--- src/rtl/alu_issue_ctrl.sv ---
// Issue controller for the 4-bit-op combinational ALU: decodes one RV32I ALU-class
// instruction per handshake, drives registered ALU inputs and returns the captured result.
module alu_issue_ctrl #(
  parameter int XLEN = 32,
  parameter int OPW  = 4,
  parameter int B2B  = 1
) (
  input  logic            clk,
  input  logic            rst_n,
  input  logic            in_valid,
  output logic            in_ready,
  input  logic [6:0]      opcode,
  input  logic [2:0]      funct3,
  input  logic            funct7_5,
  input  logic [XLEN-1:0] rs1_data,
  input  logic [XLEN-1:0] rs2_data,
  input  logic [XLEN-1:0] imm,
  input  logic [XLEN-1:0] pc,
  output logic [OPW-1:0]  alu_op,
  output logic [XLEN-1:0] alu_op1,
  output logic [XLEN-1:0] alu_op2,
  input  logic [XLEN-1:0] alu_res,
  output logic            out_valid,
  input  logic            out_ready,
  output logic [XLEN-1:0] out_res,
  output logic            out_illegal
);

  localparam logic [6:0] OPC_R     = 7'b0110011;
  localparam logic [6:0] OPC_I     = 7'b0010011;
  localparam logic [6:0] OPC_LUI   = 7'b0110111;
  localparam logic [6:0] OPC_AUIPC = 7'b0010111;
  localparam logic [6:0] OPC_LOAD  = 7'b0000011;
  localparam logic [6:0] OPC_STORE = 7'b0100011;

  localparam logic [OPW-1:0] OP_ADD  = OPW'(4'b0000);
  localparam logic [OPW-1:0] OP_SUB  = OPW'(4'b0001);
  localparam logic [OPW-1:0] OP_AND  = OPW'(4'b0010);
  localparam logic [OPW-1:0] OP_OR   = OPW'(4'b0011);
  localparam logic [OPW-1:0] OP_XOR  = OPW'(4'b0100);
  localparam logic [OPW-1:0] OP_SLL  = OPW'(4'b0101);
  localparam logic [OPW-1:0] OP_SLT  = OPW'(4'b0110);
  localparam logic [OPW-1:0] OP_SLTU = OPW'(4'b0111);
  localparam logic [OPW-1:0] OP_SRL  = OPW'(4'b1000);
  localparam logic [OPW-1:0] OP_PASS = OPW'(4'b1111);

  typedef enum logic [1:0] {IDLE, ISSUE, DONE} state_t;

  state_t          state_q, state_d;
  logic            load, capture;
  logic [OPW-1:0]  op_p0;
  logic [XLEN-1:0] op1_p0, op2_p0;
  logic            ill_p0, shift_p0, is_r_p0;
  logic            ill_p1;

  function automatic logic [XLEN-1:0] shamt_mask(input logic [XLEN-1:0] v);
    return {{(XLEN-5){1'b0}}, v[4:0]};
  endfunction

  // Stage p0: combinational decode of the presented instruction
  always_comb begin
    op_p0    = OP_ADD;
    op1_p0   = '0;
    op2_p0   = '0;
    ill_p0   = 1'b0;
    shift_p0 = 1'b0;
    is_r_p0  = (opcode == OPC_R);
    case (opcode)
      OPC_R, OPC_I: begin
        op1_p0 = rs1_data;
        op2_p0 = is_r_p0 ? rs2_data : imm;
        case (funct3)
          3'b000: op_p0 = (is_r_p0 && funct7_5) ? OP_SUB : OP_ADD;
          3'b001: begin
            op_p0    = OP_SLL;
            shift_p0 = 1'b1;
            ill_p0   = !is_r_p0 && funct7_5;
          end
          3'b010: op_p0 = OP_SLT;
          3'b011: op_p0 = OP_SLTU;
          3'b100: op_p0 = OP_XOR;
          3'b101: begin
            // Arithmetic right shift is not provided by this ALU
            op_p0    = OP_SRL;
            shift_p0 = 1'b1;
            ill_p0   = funct7_5;
          end
          3'b110: op_p0 = OP_OR;
          default: op_p0 = OP_AND;
        endcase
      end
      OPC_LUI: begin
        op_p0  = OP_PASS;
        op2_p0 = imm;
      end
      OPC_AUIPC: begin
        op_p0  = OP_PASS;
        op1_p0 = pc;
        op2_p0 = imm;
      end
      OPC_LOAD, OPC_STORE: begin
        op1_p0 = rs1_data;
        op2_p0 = imm;
      end
      default: ill_p0 = 1'b1;
    endcase
    if (shift_p0) op2_p0 = shamt_mask(op2_p0);
    if (ill_p0) begin
      op_p0  = OP_ADD;
      op1_p0 = '0;
      op2_p0 = '0;
    end
  end

  always_ff @(posedge clk or negedge rst_n) begin
    if (!rst_n) state_q <= IDLE;
    else        state_q <= state_d;
  end

  always_comb begin
    state_d = state_q;
    load    = 1'b0;
    capture = 1'b0;
    case (state_q)
      IDLE: begin
        if (in_valid) begin
          load    = 1'b1;
          state_d = ISSUE;
        end
      end
      ISSUE: begin
        capture = 1'b1;
        state_d = DONE;
      end
      DONE: begin
        if (out_ready) begin
          if ((B2B != 0) && in_valid) begin
            load    = 1'b1;
            state_d = ISSUE;
          end else begin
            state_d = IDLE;
          end
        end
      end
      default: state_d = IDLE;
    endcase
  end

  // rst_n gates ready so upstream never sees a handshake while reset is held
  assign in_ready  = rst_n && ((state_q == IDLE) ||
                               ((state_q == DONE) && out_ready && (B2B != 0)));
  assign out_valid = (state_q == DONE);

  // Stage p1: registered ALU inputs, held until the next issue
  always_ff @(posedge clk or negedge rst_n) begin
    if (!rst_n) begin
      alu_op  <= '0;
      alu_op1 <= '0;
      alu_op2 <= '0;
      ill_p1  <= 1'b0;
    end else if (load) begin
      alu_op  <= op_p0;
      alu_op1 <= op1_p0;
      alu_op2 <= op2_p0;
      ill_p1  <= ill_p0;
    end
  end

  // Stage p2: captured ALU result
  always_ff @(posedge clk or negedge rst_n) begin
    if (!rst_n) begin
      out_res     <= '0;
      out_illegal <= 1'b0;
    end else if (capture) begin
      out_res     <= ill_p1 ? '0 : alu_res;
      out_illegal <= ill_p1;
    end
  end

endmodule
--- config.mk ---
export PLATFORM = sky130hd
export DESIGN_NAME = alu_issue_ctrl
export DESIGN_NICKNAME = d
export VERILOG_FILES = /design/src/rtl/alu_issue_ctrl.sv
export SDC_FILE = /design/constraint.sdc
export NUM_CORES = 1
export LEC_CHECK = 0
export BUFFER_PORTS_ARGS = -buffer_cell sky130_fd_sc_hd__buf_2
export CAP_MARGIN = 25
export CELL_PAD_IN_SITES_DETAIL_PLACEMENT = 1
export CELL_PAD_IN_SITES_GLOBAL_PLACEMENT = 2
export CORE_UTILIZATION = 26
export CTS_CLUSTER_DIAMETER = 120
export CTS_CLUSTER_SIZE = 24
export DETAILED_ROUTE_END_ITERATION = 16
export GPL_TIMING_DRIVEN = 0
export PLACE_DENSITY_LB_ADDON = 0.1
export RECOVER_POWER = 25
export SYNTH_ARGS = -nofsm -noshare
export SYNTH_HDL_FRONTEND = slang
export SYNTH_SLANG_ARGS = --single-unit
--- constraint.sdc ---
create_clock -name clk -period 1.95 [get_ports clk]
set_clock_uncertainty 0.05 [all_clocks]
set_input_delay 0 -clock clk [delete_from_list [all_inputs] [get_ports clk]]
set_output_delay 0 -clock clk [all_outputs]
set_load 0.02 [all_outputs]
Yosys cells after proc, flatten, opt, wreduce, memory -nomap -nowiden

Index checks and enable logic that the tools add are counted.

Reductions and logical operators: 14
Multiplexer cells: 23
Equal/unequal tests: 16

Operators with widths:

| cell                                                                  | number |
|---|---|
| 32-bit two-way mux                                                    | 5 |
| 32-bit one-hot mux with 2 select lines                                | 2 |
| 4-bit one-hot mux with 7 select lines                                 | 1 |
| 7-bit by 6-bit equality test with 1-bit output, second input constant | 3 |
| 7-bit by 5-bit equality test with 1-bit output, second input constant | 2 |
| 3-bit equality test, second input constant                            | 3 |
| 4-bit one-hot mux with 2 select lines                                 | 1 |
| 4-bit OR reduction                                                    | 2 |
| 7-bit by 2-bit equality test with 1-bit output, second input constant | 1 |
| 1-bit two-way mux                                                     | 7 |
| 3-bit by 2-bit equality test with 1-bit output, second input constant | 2 |
| 1-bit one-hot mux with 2 select lines                                 | 3 |
| 2-bit one-hot mux with 3 select lines                                 | 1 |
| 2-bit OR reduction                                                    | 3 |
| 1-bit logical AND                                                     | 4 |
| 2-bit two-way mux                                                     | 2 |
| 4-bit two-way mux                                                     | 1 |
| 3-bit by 1-bit equality test with 1-bit output, second input constant | 1 |
| 3-bit zero test                                                       | 1 |
| 2-bit by 1-bit equality test with 1-bit output, second input constant | 1 |
| 2-bit equality test, second input constant                            | 1 |
| 2-bit zero test                                                       | 1 |
| 2-bit by 1-bit != test with 1-bit output, second input constant       | 1 |
| 2-bit != test, second input constant                                  | 1 |
| other kinds (3)                                                       | 3 |

Register bits: 104
Output and inout port bits: 103
Logic and storage cells: 60

Depth between registers and ports, before layout

Depth in word-level cells: 6
Gate-level depth with buffers: 6

Least setup slack after synthesis

No wires, ideal clock.

Path kind: register -> register
From: register state_q[1]
To: register alu_op2[10]
Data arrival time: 1484 ps
Library setup time: 75 ps
Buffers on the path: 2
Slack: 341 ps
Stages on the path, launching flop included: 6
Period minus slack after synthesis: 1609 ps
Cell sequence: dfrtp_1 > nor2b_1 > or4b_1 > buf_6 > buf_8 > o2bb2ai_2

Cells in the longest elaborated chain, start to end: 2
Elaborated cells on any way between the ends: 3

RTL lines:

| item                                                   | RTL line | RTL |
|---|---|---|
| start: declaration                                     | 49       | `state_t state_q, state_d;` |
| start signal: assignment                               | 117      | `else state_q <= state_d;` |
| 2-bit equality test or 2-bit zero test (tied branches) | 124      | `case (state_q)` |
| 1-bit one-hot mux with 2 select lines (*)              | 124      |  |
| end signal: assignment                                 | 164      | `alu_op2 <= op2_p0;` |
| end: declaration                                       | 21       | `output logic [XLEN-1:0] alu_op2,` |

Mark *: on every way between the ends. The rest lies on a longest branch, timed or not.
A chain may end at the register's enable or synchronous reset.

Worst setup path in the final report

From: register state_q[0]
To: register alu_op2[12]

The elaborated chain is that of the path after synthesis.

==> reports/results.tsv <==
metric	value	unit
worstHoldStart	imm[3]	
synth_top_area_share	48.86	%
setup-violations-final	0	
clock_path_buffers	2	
port_buffers	276	
crit-reg2reg-launch	state_q[0]	
grt_max_degree	66	
cts.reportedPaths.clkPinSlew	0.07	ns
die_area	0.02106	mm2
fin_ws	0.1257	ns
syn_inst	526	
grt_use_total	20.02	%
hold_end	alu_op2[3]	
initial_core_util	26.93	%
post_synth_main_area_contributors	dfrtp_1, and4b_1, o21ai_0	
endpoint_kind	flip-flop	
finalWeightedCongestion	0.7471	
cts_setup_buffers	0	
timing.critical_path.arrival	2.05	ns
dr_wl_cell	17.48	um
wirelength	20700	um
pwr_density_cell	670.6	mW/mm2
leakage_component_of_the_power	4.103	nW
min_period_over_period	93.56	%
fmax	0.5481	GHz
drt_pass1_iterations	5	
timing_worst_setup_path_type	flip-flop to flip-flop	
drt_iter0_markers	122	
synth.distinct_cells	35	
area_growth	57.88	%
grt.busiest_layer	met2	
synth.avg_cell_area	10.13	um2
hold_viol	0	
max_cap_violations	0	
syn_nets	701	
clock_sinks	104	
max-slew-margin-rel	30.37	%
dieWidth	145.1	um
ff2ff_path_depth	5	
number_of_global_route_vias_before_repair	6210	
layout.core_utilization	42.51	%
share_of_final_layout_standard_cells_stronger_than_drive_strength_1	35.40	%
cts_buffers	9	
final_max_slew_viol_count	0	
worstSkewPairLatency	0.35	ns
first_pass_grt_wire_length	33600	um
tightestPinTransition	1.044	ns
synth_seq_cells	104	
synth-seq-area-share	48.86	%
r2r-end	alu_op2[12]	
synth_largest_area_cell	dfrtp_1	
synth_area	0.005326	mm2
status	finished, final reports clean	
route.detailed.drc	0	
pin_count	278	
placementRows	51	
num_vias	5591	
unrepaired_setup_endpoints_after_global_routing	false	
synth_warnings	0	
finalNetCount	1088	
detailedPlacementHpwl	15350	um
cp.required	2.17	ns
worst_min_path_class	input pin to flip-flop	
layout_min_cycle_time	1.824	ns
initial_antenna_violation_count	3	
die_h	145.1	um
cts_tree	built	
setup.worst_path.start_class	flip-flop	
ir_worst_vdd	0.0004107	V
vias_per_cell	4.722	
grt.met3_usage	4.434	%
use_met2	34.74	%
critPathMaxFanout	10	
hold_path_depth	3	
highest_count_cells_in_the_layout_ignoring_fill_and_taps	buf_2, dfrtp_1, dlygate4sd3_1	
overflow	0	
placeableCoreArea	0.01978	mm2
cts.htree.levels	3	
detail-route-antenna-nets	0	
pre_cts_slack	0.1399	ns
most_frequent_standard_cell_in_the_layout_excluding_fill_and_tap_cells	buf_2	
root_buffer	clkbuf_16	
groute.layer.met1.usage	24.93	%
regToRegSetupSlack	0.13	ns
flip-flops by register name, indices dropped and copies added (netlist names):
signal / count
out_res: 32
ill_p1: 1
alu_op2: 32
alu_op: 4
out_illegal: 1
state_q: 2
alu_op1: 32
worst max-delay path: stages, from the launching register on:
cell	delay [ns]
dfrtp_1	0.42
nand2b_1	0.27
or4b_1	0.53
buf_6	0.17
buf_8	0.15
o2bb2ai_2	0.15
worst max path at each step:
stage | endpoint | from | cells after the start
CTS | in_ready | state_q[1] | 4
global route | alu_op2[14] | state_q[0] | 5
floorplan | alu_op2[10] | state_q[1] | 5
finish | alu_op2[12] | state_q[0] | 5
detailed placement | alu_op2[10] | state_q[0] | 5
global placement | in_ready | rst_n | 3
cell type report:
type	count	area, um2
Clock inverter	6	112.6
Clock buffer	10	239.0
Buffer	56	251.5
Antenna cell	1	2.502
Sequential cell	104	2603
Tap cell	265	331.6
Fill cell	2344	11370
Timing Repair Buffer	376	2394
Inverter	3	11.26
Multi-Input combinational cell	363	2465
timing repair:
item	CTS	global route
hold buffers	99	0
setup endpoints to repair	1	1
hold endpoints to repair	137	0
resized for setup	1	2
power breakdown:
part / switching (mW) / total, mW / internal, mW
Combinational: 0.669 / 1.17 / 0.499
Clock: 0.873 / 2.17 / 1.30
Sequential: 0.0538 / 2.30 / 2.24
per-layer routing:
metal / up-vias / share of wire [%]
met3: 19 / 5.2
met5: - / 0.13
met2: 166 / 49
li1: 2719 / -
met1: 2683 / 44
met4: 4 / 1.0
cells by family (layout without fill, tap and decap cells):
family                 count (synthesis)  count (layout)  share of synthesized area (%)
buffers and inverters                 59             451                          4.910
AO/OA/AOI/OAI                        212             212                          27.18
AND/OR/NAND/NOR                      150             150                          18.84
multiplexers                           1               1                         0.2114
flip-flops                           104             104                          48.86
other                                  0               1                              0
through the flow:
stage          cell area, um2  std cells  power (mW)  hold WS [ns]  setup TNS [ns]
2_1_floorplan            5326        526       2.863       -0.3456               0
3_3_place_gp             7039       1067       3.338        0.1801          -46.83
3_5_place_dp             7069       1068       3.370      -0.01532               0
4_1_cts                  8424       1183       5.728      0.006958               0
5_1_grt                  8407       1183       5.900       0.04256               0
6_report                 8409       1184       5.639      0.007140               0
cell usage after synthesis (all sizes together):
master   count
and4b       32
o22a         1
clkbuf      46
nand2       33
a21oi       33
nand3        1
o21ai       75
a32o         1
o31ai       39
and3b        2
inv          3
or4b         1
buf         10
or3          1
and3         1
a31oi       32
nand2b      38
nor2         1
and4bb       1
nand3b       1
dfrtp      104
nor4bb       2
a22oi        1
nor2b       35
o2bb2ai     27
mux2         1
nor3b        1
o41ai        3
(Power assumes the default switching activity.)
